**config.mk**
```make
export PLATFORM = sky130hd
export DESIGN_NAME = accu_result_fifo
export DESIGN_NICKNAME = d
export VERILOG_FILES = /design/src/rtl/accu_pkg.sv /design/src/rtl/accu_fifo_mem.sv /design/src/rtl/accu_result_fifo.sv
export SDC_FILE = /design/constraint.sdc
export NUM_CORES = 1
export LEC_CHECK = 0
export BUFFER_PORTS_ARGS = -buffer_cell sky130_fd_sc_hd__buf_2
export CORE_UTILIZATION = 40
export CTS_CLUSTER_DIAMETER = 100
export DETAILED_ROUTE_END_ITERATION = 12
export PLACE_DENSITY = 0.69
export SLEW_MARGIN = 20
export SYNTH_ARGS = -nofsm -noshare
export SYNTH_HDL_FRONTEND = slang
export SYNTH_SLANG_ARGS = --single-unit
```
**constraint.sdc**
```tcl
create_clock -name clk -period 2.56 [get_ports clk]
set_input_delay 0.64 -clock clk [delete_from_list [all_inputs] [get_ports clk]]
set_output_delay 0.64 -clock clk [all_outputs]
set_load 0.03 [all_outputs]
```
**src/rtl/accu_pkg.sv**
```systemverilog
// Shared types and sizes for the accumulator stage and its result buffer.
package accu_pkg;
   localparam int SUM_W  = 10;          // 4 x 8-bit inputs summed
   localparam int MEAN_W = SUM_W - 2;   // sum / 4
   typedef logic [SUM_W-1:0] accu_sum_t;
endpackage

```
**src/rtl/accu_fifo_mem.sv**
```systemverilog
// Result FIFO storage: register array, synchronous write, asynchronous read.
// Storage is intentionally not reset; validity is tracked by the owner.
module accu_fifo_mem
   import accu_pkg::*;
#(
   parameter int DEPTH = 4,
   parameter int W     = SUM_W,
   parameter int AW    = $clog2(DEPTH)
) (
   input  logic          clk,
   input  logic          we_i,
   input  logic [AW-1:0] waddr_i,
   input  logic [W-1:0]  wdata_i,
   input  logic [AW-1:0] raddr_i,
   output logic [W-1:0]  rdata_o
);

   logic [W-1:0] mem_q [DEPTH];

   // Write one entry per cycle when enabled.
   always_ff @(posedge clk) begin
      if (we_i) mem_q[waddr_i] <= wdata_i;
   end

   assign rdata_o = mem_q[raddr_i];

endmodule

```
**src/rtl/accu_result_fifo.sv**
```systemverilog
// Buffers accumulator group sums behind a valid/ready port so the
// accumulator never stalls. First-word-fall-through; a push into a full
// queue without a simultaneous pop is dropped and flagged (sticky).
module accu_result_fifo
   import accu_pkg::*;
#(
   parameter int DEPTH = 4,
   parameter int SUM_W = accu_pkg::SUM_W
) (
   input  logic                       clk,
   input  logic                       rst_n,
   input  logic [SUM_W-1:0]           sum_in,
   input  logic                       sum_valid,
   output logic [SUM_W-1:0]           out_sum,
   output logic [SUM_W-3:0]           out_mean,
   output logic                       out_valid,
   input  logic                       out_ready,
   output logic [$clog2(DEPTH):0]     count,
   output logic                       overflow,
   input  logic                       clr_ovf
);

   localparam int PTR_W = $clog2(DEPTH);
   localparam int CNT_W = PTR_W + 1;

   logic [PTR_W-1:0] wr_ptr_q, wr_ptr_d;
   logic [PTR_W-1:0] rd_ptr_q, rd_ptr_d;
   logic [CNT_W-1:0] count_q, count_d;
   logic             ovf_q, ovf_d;
   logic             push, pop, full, wr_en;
   logic [SUM_W-1:0] rdata;

   assign push      = sum_valid;
   assign out_valid = (count_q != '0);
   assign pop       = out_valid && out_ready;
   assign full      = (count_q == CNT_W'(DEPTH));
   // A full queue still accepts when the head leaves in the same cycle.
   assign wr_en     = push && (!full || pop);

   accu_fifo_mem #(
      .DEPTH (DEPTH),
      .W     (SUM_W)
   ) u_mem (
      .clk     (clk),
      .we_i    (wr_en),
      .waddr_i (wr_ptr_q),
      .wdata_i (sum_in),
      .raddr_i (rd_ptr_q),
      .rdata_o (rdata)
   );

   // Next-state for pointers, occupancy and the sticky drop flag.
   always_comb begin
      wr_ptr_d = wr_ptr_q;
      rd_ptr_d = rd_ptr_q;
      count_d  = count_q;
      ovf_d    = ovf_q;
      if (wr_en) wr_ptr_d = wr_ptr_q + 1'b1;   // wraps modulo DEPTH
      if (pop)   rd_ptr_d = rd_ptr_q + 1'b1;
      case ({wr_en, pop})
         2'b10:   count_d = count_q + 1'b1;
         2'b01:   count_d = count_q - 1'b1;
         default: count_d = count_q;
      endcase
      // A new drop takes priority over a clear in the same cycle.
      if (clr_ovf)                ovf_d = 1'b0;
      if (push && full && !pop)   ovf_d = 1'b1;
   end

   // State registers; reset discards every queued entry.
   always_ff @(posedge clk or negedge rst_n) begin
      if (!rst_n) begin
         wr_ptr_q <= '0;
         rd_ptr_q <= '0;
         count_q  <= '0;
         ovf_q    <= 1'b0;
      end else begin
         wr_ptr_q <= wr_ptr_d;
         rd_ptr_q <= rd_ptr_d;
         count_q  <= count_d;
         ovf_q    <= ovf_d;
      end
   end

   // Head is forced to zero while empty so stale storage never leaks out.
   assign out_sum  = out_valid ? rdata : '0;
   assign out_mean = out_sum[SUM_W-1:2];
   assign count    = count_q;
   assign overflow = ovf_q;

endmodule

```
# Yosys cells after proc, flatten, opt, wreduce, memory -nomap -nowiden
# Memory sizes are Yosys's and may differ from the RTL's.
# Index checks and enable logic that the tools add are counted.
dict set report op_classes {
  eq_ne 3
  n_reduce_logical 10
  muxes 6
  n_addsub 4
}
# cell count
set op_table {}
lappend op_table {{$mux W10} 1}
lappend op_table {{$pmux W3 S2} 1}
lappend op_table {{$add A2 B1 Y2 const B} 2}
lappend op_table {{$logic_and A1 B1 Y1} 4}
lappend op_table {{$mux W1} 4}
lappend op_table {{$reduce_bool A2 Y1} 2}
lappend op_table {{$add A3 B1 Y3 const B} 1}
lappend op_table {{$eq A3 B3 Y1 const B} 1}
lappend op_table {{$reduce_bool A3 Y1} 1}
lappend op_table {{$sub A3 B1 Y3 const B} 1}
lappend op_table {{$eq A2 B1 Y1 const B} 1}
lappend op_table {{$eq A2 B2 Y1 const B} 1}
lappend op_table {{$logic_not A1 Y1} 2}
lappend op_table {{$logic_or A1 B1 Y1} 1}
dict set report totals {
  mem_bits_rw 40
  out_inout_bits 23
  n_memories 1
  register_bits 8
  elab_cells 28
}
# name words word_bits rd rd_clocked_by_memory_dff write_ports line_no
set memory_table {}
lappend memory_table {u_mem.mem_q 4 10 1 0 1 accu_fifo_mem.sv:18} ;# logic [W-1:0] mem_q [DEPTH];

# Depth between registers and ports, before layout
# Gate-level depths: netlist of run 1.
dict set report logic_depth {
  ltp_word 6
  ltp_mapped 7
}

# Hierarchy
# From an unflattened synthesis of run 1, not the netlist that was laid out.
dict set report hier_totals {
  cells_unflattened 130
  area_unflattened_um2 2115.8
}
# module cells_per_inst area_per_inst_um2 seq_area_each_um2 n_inst
set by_module_without_submodules {}
lappend by_module_without_submodules {accu_fifo_mem 56 1473.9 1201.2 1}
lappend by_module_without_submodules {accu_result_fifo 74 641.9 200.2 1}

# Worst setup path before layout of run 1
# Ideal clock, no wire load.
dict set report synth_path {
  kind {reg-to-reg}
  startpoint {register count_q[0] (netlist: count[0])}
  endpoint {register count_q[2] (netlist: count[2])}
  synth_period_minus_slack_ns 2.622
  setup_ns 0.118
  slack_ns -0.062
  path_stages_with_launch 8
  n_path_buf 1
  t_arrival_ns 2.504
  cell_sequence {dfrtp_1 or3_1 clkbuf_1 nand2_1 fa_1 or3b_1 a32o_1 a21o_1}
}
dict set report synth_via {
  elab_chain_cells 6
  elab_cells_between_ends 12
}
# element line_no
set synth_rtl {}
lappend synth_rtl {{start: declaration} accu_result_fifo.sv:28} ;# logic [CNT_W-1:0] count_q, count_d;
lappend synth_rtl {{start signal: assignment} accu_result_fifo.sv:80} ;# count_q <= count_d;
lappend synth_rtl {{$reduce_bool A3 Y1 (*)} accu_result_fifo.sv:34} ;# assign out_valid = (count_q != '0);
lappend synth_rtl {{named net out_valid} accu_result_fifo.sv:16} ;# output logic out_valid,
lappend synth_rtl {{$logic_and A1 B1 Y1 (*)} accu_result_fifo.sv:35} ;# assign pop = out_valid && out_ready;
lappend synth_rtl {{$logic_or A1 B1 Y1} accu_result_fifo.sv:38} ;# assign wr_en = push && (!full || pop);
lappend synth_rtl {{$logic_and A1 B1 Y1} accu_result_fifo.sv:38}
lappend synth_rtl {{$eq A2 B1 Y1 / $eq A2 B2 Y1 (equally long branches)} accu_result_fifo.sv:60} ;# case ({wr_en, pop})
lappend synth_rtl {{$pmux W3 S2 / $reduce_bool A2 Y1 (equally long branches)} --}
# The timed path passes the listed nets; every way through them passes the cells marked *.
# A chain may end at the register's enable or synchronous reset.

# Final worst setup path of run 1
dict set report layout_path {
  startpoint {register rd_ptr_q[1]}
  endpoint {output out_sum[6]}
}
dict set report layout_via {
  elab_chain_cells 2
}
# element line_no
set layout_rtl {}
lappend layout_rtl {{start: declaration} accu_result_fifo.sv:27} ;# logic [PTR_W-1:0] rd_ptr_q, rd_ptr_d;
lappend layout_rtl {{start signal: assignment} accu_result_fifo.sv:79} ;# rd_ptr_q <= rd_ptr_d;
lappend layout_rtl {{$mem_v2 Z4 W10} --}
lappend layout_rtl {{$mux W10} accu_result_fifo.sv:86} ;# assign out_sum = out_valid ? rdata : '0;
lappend layout_rtl {{end: declaration} accu_result_fifo.sv:14} ;# output logic [SUM_W-1:0] out_sum,
# Every way passes these cells.

==> results of run 1 <==
synth_stat cells, types with 2 or more instances:
cell type   n  area, sq um
inv_1       6         22.5
buf_2       2         10.0
nand2_1     3         11.3
ha_1        4         50.1
and2_1     14         87.6
buf_6       2         22.5
edfxtp_1   40         1200
nor2b_2     2         17.5
xnor2_1     4         35.0
dfrtp_1     8          200
mux4_2     10          225
buf_4       8         60.1
kinds of logic after synthesis:
kind of cell    Yosys count  synth area share (%)
compound gates           10                  3.29
xor+xnor                  5                  2.06
fa+ha+maj                 5                  3.29
buf+inv                  19                  5.59
flops                    48                  65.9
mux                      12                  11.6
simple gates             27                  8.29
cell type report:
class                           instances  area (sq um)
Sequential cell                        48          1400
Tap cell                               70          87.6
Inverter                                6          22.5
Clock buffer                            6          72.6
Timing Repair Buffer                   40           208
Fill cell                             448          2670
Clock inverter                          2          35.0
Multi-Input combinational cell         59           607
flip-flops by register name, summed over array words and instances, names as in the netlist:
name	cells
u_mem.mem_q	40
wr_ptr_q	2
overflow	1
count	3
rd_ptr_q	2
worst max-delay path, delay by kind of cell, from the launching register on:
family	cells	cell delay, ps
buffers and inverters	1	180
multiplexers	1	390
AND/OR/NAND/NOR	1	190
flip-flops	1	680
metrics by stage:
step,hold slack [ps],power [mW]
6_report,183,3.27
4_1_cts,177,3.31
3_3_place_gp,495,2.74
3_5_place_dp,499,2.79
5_1_grt,183,3.49
2_1_floorplan,344,2.49
per-layer routing:
layer  GRT usage, %  up-vias  routed length, um
met2           22.9       18               1880
met4           5.66        0                 25
met1           16.1      556               1470
li1               -      529                  -
met3           4.82        2                123
met5              0        -                  0
path summary, 6_finish.rpt:
check	start	endpoint	slack [ps]	cells after the start
worst max register to register	count[1]	count[2]	390	7
max in group asynchronous	rst_n	rd_ptr_q[1]	2200	1
min in group clk	clr_ovf	overflow	510	2
worst max-delay path	rd_ptr_q[1]	out_sum[6]	200	3
worst min register to register	overflow	overflow	520	2
worst min-delay path	rst_n	count[0]	180	1
power breakdown:
| group | total, mW | internal (mW) | switching [mW] | leakage [nW] |
|---|---|---|---|---|
| clock | 0.520 | 0.290 | 0.230 | 0.0552 |
| sequential | 1.18 | 1.05 | 0.134 | 0.463 |
| combinational | 1.57 | 0.593 | 0.973 | 0.408 |
| total | 3.27 | 1.93 | 1.34 | 0.927 |
==> metrics.md, run 1 <==
| Metric | Value |
|---|---|
| Run status | `complete, no violations` |
| Max H-tree Level | `2` |
| Remaining DRCs | `0` |
| Max Transition Viols Final | `0` |
| Top Ports | `38` |
| Final worst slack | `203 ps` |
| Crit path launch type | `flop` |
| VDD IR max | `roughly 0.00047 V` |
| Number of global-route vias before repair | `1070` |
| First-pass GRT wire length | `5300 um` |
| Starting Density | `41.6%` |
| Syn Area/Cell | `16.9 sq um` |
| Slowest stage cell, crit path | `dfrtp_1` |
| Die Area | `5610 sq um` |
| Area delta synth->final | `14.4%` |
| Post-DRT Antenna Nets | `0` |
| #FFs+latches synth | `48` |
| Post-synth EDFFs | `40` |
| CTS Hold Bufs | `0` |
| Share of cells above drive strength 1 | `37.9%` |
| Worst Skew | `4.07 ps` |
| Synth Instances | `between 100 and 150` |
| Most frequent cells in the layout | `40 x edfxtp_1, 37 x buf_2, 14 x and2_1, 10 x mux4_2, 8 x dfrtp_1` |
| Clock latency at the later pin of the worst-skew pair | `290 ps` |
| Post-synth ARST share | `approximately 17%` |
| Fin nets | `180` |
| Clk sink count | `48` |
| Mapped Nets | `146` |
| Final setup vio count | `0` |
| Slew @ Worst Pin | `543 ps` |
| Critical Path Sink Type | `output pin` |
| Unique masters post-synth | `35` |
| Final period utilization | `92.1%` |
| Maximum Capacitance Violations | `0` |
| Total CTS buffers | `5` |
| Dpl hpwl | `between 2000 and 2500 um` |
| Hold Path Class | `in2async` |
| Synth Cell Area | `2130 sq um` |
| Total track usage | `between 10% and 20%` |
| Maximum number of pins on one net before global-route repair | `15` |
| Worst-path clk slew | `80 ps` |
| Diode count | `0` |
| Design area | `2430 sq um` |
| Setup bufs post-CTS | `0` |
| Via Count | `about 1100` |
| Setup CP Type | `reg2out` |
| Most used DFF post-synth | `edfxtp_1` |
| Vias per cell | `4.78` |
| DP Area | `2330 sq um` |
| Hold Vio Cnt, Final | `0` |
| P_leak | `0.927 nW` |
| Site row count | `26` |
| Wire per inst | `15.2 um` |
| RePlAce Congestion | `0.661` |
| Cell total after placement | `~220` |
| Sum of negative setup slack | `0 ps` |
| End-of-flow core utilization | `47.6%` |
| Largest stage delay, worst path | `approximately 680 ps` |
| DR iter-0 viols | `26` |
| Layout Cells excl Fill | `231` |
| Chip width | `74.9 um` |
| Commonest non-fill, non-tap cell in the layout | `edfxtp_1` |
| YS warnings | `0` |
| RSZ-0062 raised after global routing | `no` |
| Bufs on Longest Clock Path | `2` |
| Crit path cell chain | `mux4_2 > and2_1 > buf_2` |
| DP Worst Slack | `169 ps` |
| Critical path arrival | `between 1500 and 2000 ps` |
| Pre-antenna DRT Iters | `4` |
| WP data required | `1920 ps` |
| Post-synthesis sequential area ratio | `~66%` |
| Worst Path Max Fanout | `11` |
| Crit path time final | `2360 ps` |
| Final WL | `3500 um` |
| IO Port Bufs | `37` |
| Slew HR | `between 60 and 70%` |
| Core area | `5110 sq um` |
| Gr ovfl total | `0` |
| Die Height | `approximately 75 um` |
| Initial antenna violation count | `0` |
| Fmax | `424 MHz` |
| PD cells | `1340 nW/um^2` |
| CTS root buffer | `clkbuf_8` |
| CTS tree | `built` |
| Post-CTS Resized | `0` |
Note: power is estimated with default switching activity, not from simulation.
==> inputs of run 2 (changes only) <==
ABC_AREA = 1   (was default)
REMOVE_ABC_BUFFERS = 1   (was default)
==> run 2 against run 1 <==
  * Fmax fell by 1.5%
  * First-iteration DRC count rose by 77%
  * Synthesized cell count rose by 47%
  * Critical path depth rose by 3
  * Via count rose by 25%
  * Utilization rose by 0.64 points
  * Final area rose by 1.3%
  * Critical endpoint is now out_sum[2]
  * Clock skew rose by 0.55 ps
  * Wire length rose by 5.8%
  * Sequential share of layout area fell by 0.71 points
  * Flip-flop and latch count did not move
==> metrics.md, run 2 <==
| Metric | Value |
|---|---|
| Dpl hpwl | `2490 um` |
| Die Area | `5600 sq um` |
| Unique masters post-synth | `25` |
| CTS Hold Bufs | `0` |
| DR iter-0 viols | `46` |
| Crit path launch type | `flop` |
| Via Count | `1379` |
| RePlAce Congestion | `0.750` |
| Gr ovfl total | `0` |
| Die Height | `between 70 and 80 um` |
| Total CTS buffers | `5` |
| Biggest register | `u_mem.mem_q` |
| Bufs on Longest Clock Path | `2` |
| Setup CP Type | `reg2out` |
| Post-synth EDFFs | `40` |
| Worst Path Max Fanout | `15` |
| IO Port Bufs | `37` |
| Fin nets | `242` |
| Crit path from | `rd_ptr_q[0]` |
| Final setup vio count | `0` |
| Maximum Capacitance Violations | `0` |
| Commonest non-fill, non-tap cell in the layout | `nor2_1` |
| Vias per cell | `4.71` |
| Worst Skew | `4.62 ps` |
| Reg-to-Reg End | `count[2]` |
| Critical Path Sink Type | `output pin` |
| Site row count | `26` |
| Fillers | `453` |
| Area delta synth->final | `16.1%` |
| Setup bufs post-CTS | `0` |
| Top Ports | `38` |
| FF-to-FF setup slack | `970 ps` |
| Worst-path clk slew | `roughly 80 ps` |
| Design area | `between 2000 and 2500 sq um` |
| Synth Cell Area | `around 2100 sq um` |
| Reg2reg path depth | `9` |
| Post-synthesis xor/xnor area fraction | `under 10%` |
| Top post-synthesis cells by count | `47 x nor2_1, 40 x edfxtp_1, 15 x inv_1` |
| Core area | `5110 sq um` |
| Area of the multi-input gates | `574 sq um` |
| Syn Area/Cell | `between 10 and 15 sq um` |
| Max Transition Viols Final | `0` |
| Critical path arrival | `1750 ps` |
| CTS tree | `built` |
| Synth Instances | `~190` |
| First-pass GRT wire length | `5780 um` |
| Number of global-route vias before repair | `~1300` |
| Remaining DRCs | `0` |
| Pre-antenna DRT Iters | `4` |
| Top-area cell type share of the netlist area | `56.6%` |
| Final WL | `3710 um` |
| Final period utilization | `93.5%` |
| Synth Area in Compound Gates | `8.07%` |
| #FFs+latches synth | `48` |
| Initial antenna violation count | `0` |
| RSZ-0062 raised after global routing | `no` |
| DP Area | `2360 sq um` |
| Slew HR | `77.9%` |
| Max H-tree Level | `2` |
| YS warnings | `0` |
| Worst Setup EP | `out_sum[2]` |
| Slew @ Worst Pin | `332 ps` |
| Clock latency at the later pin of the worst-skew pair | `around 290 ps` |
| Post-Synth Adder-Cell Area | `3.30%` |
| Post-synthesis sequential area ratio | `66.0%` |
| Multiplexer share of the synthesized area | `0%` |
| Fmax | `around 420 MHz` |
| Chip width | `74.9 um` |
| Wire per inst | `between 10 and 15 um` |
| Hold Vio Cnt, Final | `0` |
| Maximum number of pins on one net before global-route repair | `22` |
| Reg area | `1400 sq um` |
| CTS root buffer | `clkbuf_8` |
| Cell taking the most area after synthesis | `edfxtp_1` |
| Post-synth ARST share | `around 17%` |
| Post-DRT Antenna Nets | `0` |
| Most frequent cells in the layout | `47 x nor2_1, 40 x edfxtp_1, 37 x buf_2, 15 x inv_1, 12 x a21oi_1` |
| Share of cells above drive strength 1 | `26.9%` |
| Count leader, synth | `nor2_1` |
| Top post-synthesis cells by area | `edfxtp_1 57%, dfrtp_1 9.4%, nor2_1 8.3%` |
| Clk sink count | `48` |
| Diode count | `0` |
| Largest register FFs | `40` |
| Total track usage | `14.9%` |
| Starting Density | `41.6%` |
| FF-to-FF Start | `count[0]` |
| Most used DFF post-synth | `edfxtp_1` |
| Crit path time final | `2390 ps` |
| Largest family of logic cells by synthesized area | `simple AND/OR/NAND/NOR gates` |
| Simple-Gate Fraction of Synth Area | `14.4%` |
| Run status | `complete, no violations` |
| End-of-flow core utilization | `48.3%` |
| WP data required | `approximately 1900 ps` |
| Hold Path Class | `in2async` |
run 2: cell count changes in the layout (fill, tap and decap cells not counted), moves of 3 or more:
cell     change
nor2_1      +46
and2_1      -14
a21oi_1     +11
mux4_2      -10
o21ai_0     +10
inv_1        +9
o21ai_1      +9
xnor2_1      -4
buf_4        +3
nand2_1      +3
nand2_4      +3
run 2: cell type report:
type,count,share of cell area [%]
clock buffers,6,2.94
clock inverters,2,1.42
inverters,17,2.59
multi-input cells,107,23.3
flip-flops and latches,48,56.9
well taps,70,3.55
repair buffers,43,9.34
run 2: worst min path at each step:
stage | from | cells after the start | end | slack [ps]
2_1_floorplan | rst_n | 0 | count[0] | 340
3_3_place_gp | rst_n | 1 | overflow | 500
3_5_place_dp | rst_n | 1 | overflow | 500
4_1_cts | rst_n | 1 | count[0] | 170
5_1_grt | rst_n | 1 | rd_ptr_q[1] | 170
6_report | rst_n | 1 | count[0] | 180
run 2: per-layer routing:
layer | vias to the layer above | GRT usage [%] | part of all wire (%)
met4 | 0 | 11.1 | 2.1
met5 | - | 0 | 0
li1 | 685 | - | -
met2 | 48 | 24.8 | 50
met3 | 5 | 4.02 | 6.5
met1 | 641 | 16.5 | 41
run 2: worst max-delay path, cell delays in order (launching register included):
cell,delay [ps]
dfrtp_2,540
buf_4,220
nor2_1,60
nor2_1,100
o21ai_1,70
a21oi_1,220
buf_2,240
run 2: cell families after synthesis:
group,Yosys count
DFF,48
and+or+nand+nor,65
buffers and inverters,30
xor gates and xnor gates,3
adders and majority gates,5
AOI/OAI and AO/OA,34
run 2: metrics by stage:
step                      hold WS [ps]  setup TNS (ps)  setup slack, ps  instances
final                              177               0              166        293
after CTS                          173               0             23.5        293
after floorplan                    344           -1520            -95.0        172
after global placement             503               0              426        285
after global routing               169               0             20.8        293
after detailed placement           501               0              369        285
run 2: timing repair:
| action | in CTS | in global routing |
|---|---|---|
| endpoints found under the setup margin | 0 | 17 |
| hold endpoints to repair | 0 | 0 |
| gates resized for setup | 0 | 1 |
Power of run 2 is left out: the tool's default activity adds up to more than one toggle a clock period on the data nets, which glitch-free logic cannot reach.
==> inputs of run 3 (changes only) <==
ABC_AREA = default   (was 1)
CORE_MARGIN = 3   (was default)
GPL_TIMING_DRIVEN = 0   (was default)
==> run 3 against run 2 <==
  * Flip-flop and latch count is the same
  * Utilization up 0.17 points
  * Setup slack got worse by 30 ps
  * Critical endpoint is now out_mean[7]
  * Non-clock buffer count is 6 lower
  * Via count down 20%
  * Global-route usage down 2.2 points
  * Register-to-register slack got worse by 590 ps
  * Wire length down 2.9%
==> metrics.md, run 3 (synthesized netlist as in run 1, its figures left out) <==
| Metric | Value |
|---|---|
| Biggest register | `u_mem.mem_q` |
| Max Transition Viols Final | `0` |
| Initial antenna violation count | `0` |
| Share of cells above drive strength 1 | `38.0%` |
| Wire per inst | `16.0 um` |
| Run status | `complete, no violations` |
| Cell total after placement | `around 220` |
| Slowest stage cell, crit path | `dfrtp_4` |
| Maximum Capacitance Violations | `0` |
| Final worst slack | `136 ps` |
| Die Height | `78.9 um` |
| Core area | `4940 sq um` |
| CTS Hold Bufs | `0` |
| Crit path launch type | `flop` |
| Slew @ Worst Pin | `539 ps` |
| Clk sink count | `48` |
| Largest stage delay, worst path | `580 ps` |
| Bufs on Longest Clock Path | `2` |
| Dpl hpwl | `approximately 2500 um` |
| Sum of negative setup slack | `0 ps` |
| Hold Path Class | `in2async` |
| Top Ports | `38` |
| Largest register FFs | `40` |
| First-pass GRT wire length | `roughly 5900 um` |
| Setup bufs post-CTS | `0` |
| DR iter-0 viols | `between 60 and 70` |
| Hold Slack | `173 ps` |
| Hold Vio Cnt, Final | `0` |
| Area delta synth->final | `12.6%` |
| VDD IR max | `roughly 0.00067 V` |
| Total track usage | `12.8%` |
| Clock latency at the later pin of the worst-skew pair | `about 300 ps` |
| Layout Cells excl Fill | `around 230` |
| Chip width | `between 70 and 80 um` |
| Die Area | `6230 sq um` |
| Worst-path clk slew | `90 ps` |
| Reg2reg path depth | `6` |
| Crit path time final | `2420 ps` |
| Remaining DRCs | `0` |
| Post-DRT Antenna Nets | `0` |
| Final period utilization | `roughly 95%` |
| Via Count | `1101` |
| Fin nets | `177` |
| RSZ-0062 raised after global routing | `no` |
| PD cells | `1330 nW/um^2` |
| Starting Density | `43.0%` |
| Number of global-route vias before repair | `1182` |
| RePlAce Congestion | `just under 0.7` |
| P_leak | `0.904 nW` |
| Critical Path Sink Type | `output pin` |
| Setup CP Type | `reg2out` |
| FF-to-FF setup slack | `about 380 ps` |
| Reg-to-Reg End | `count[2]` |
| IO Port Bufs | `37` |
| FF-to-FF Start | `count[1]` |
| CTS tree | `built` |
| Diode count | `0` |
| Slew HR | `between 60 and 70%` |
| Max H-tree Level | `2` |
| Crit path cell chain | `mux4_2 > and2_1 > buf_2` |
| Vias per cell | `4.89` |
| Worst Path Max Fanout | `12` |
| Commonest non-fill, non-tap cell in the layout | `edfxtp_1` |
| Site row count | `25` |
| Pre-antenna DRT Iters | `4` |
| DP Worst Slack | `125 ps` |
| Most frequent cells in the layout | `40 x edfxtp_1, 37 x buf_2, 14 x and2_1, 10 x mux4_2, 7 x dfrtp_1` |
| Final WL | `3600 um` |
| Maximum number of pins on one net before global-route repair | `16` |
| CTS root buffer | `clkbuf_8` |
| Worst Skew | `9.74 ps` |
| Critical path arrival | `1780 ps` |
| Total CTS buffers | `5` |
| Gr ovfl total | `0` |
| WP data required | `1920 ps` |
| Fmax | `413 MHz` |
| Final setup vio count | `0` |
==> run 3: area by class of cell <==
type / instances / area (sq um)
fill: 446 / 2550
timing repair buffer: 37 / 185
tap: 67 / 83.8
inverter: 6 / 22.5
clock inverter: 3 / 17.5
clock buffer: 5 / 68.8
sequential: 48 / 1410
multi-input combinational: 59 / 612
==> run 3: worst max-delay path by stage <==
stage               slack [ps]           to         from  cells past startpoint
floorplan                  110     count[2]     count[0]                      6
global placement           160  out_mean[7]  rd_ptr_q[0]                      3
detailed placement         120  out_mean[7]  rd_ptr_q[0]                      3
CTS                         40  out_mean[7]  rd_ptr_q[0]                      3
global route                70   out_sum[3]  rd_ptr_q[0]                      3
finish                     140  out_mean[7]  rd_ptr_q[0]                      3
==> run 3: routing by layer <==
| layer | routed length [um] | up-vias | track usage [%] |
|---|---|---|---|
| li1 | - | 520 | - |
| met1 | 1440 | 545 | 14.7 |
| met2 | 1920 | 29 | 22.8 |
| met3 | 191 | 7 | 4.20 |
| met4 | 47 | 0 | 3.61 |
| met5 | 0 | - | 0 |
==> run 3: power by group <==
part	leakage [nW]	total (mW)	internal, mW	switching, mW
clock	0.0460	0.444	0.191	0.253
sequential	0.462	1.24	1.05	0.188
combinational	0.396	1.49	0.568	0.926
==> run 3: what timing repair did <==
action | CTS | global route
resized for setup | 1 | 2
endpoints found under the hold margin | 0 | 0
cloned | 0 | 0
setup endpoints to repair | 18 | 5
==> run 3: worst max-delay path, delay by kind of cell, from the launching register on <==
family	cells	cell delay (ps)
buffers and inverters	1	180
flip-flops	1	580
multiplexers	1	520
AND/OR/NAND/NOR	1	190
==> run 3: stage by stage <==
step	cell area (sq um)	util (%)	total power, mW
after floorplan	2030	-	2.31
after global placement	2300	46.5	2.70
after detailed placement	2300	46.5	2.77
after CTS	2390	48.3	3.21
after global routing	2390	48.5	3.36
final	2390	48.5	3.18
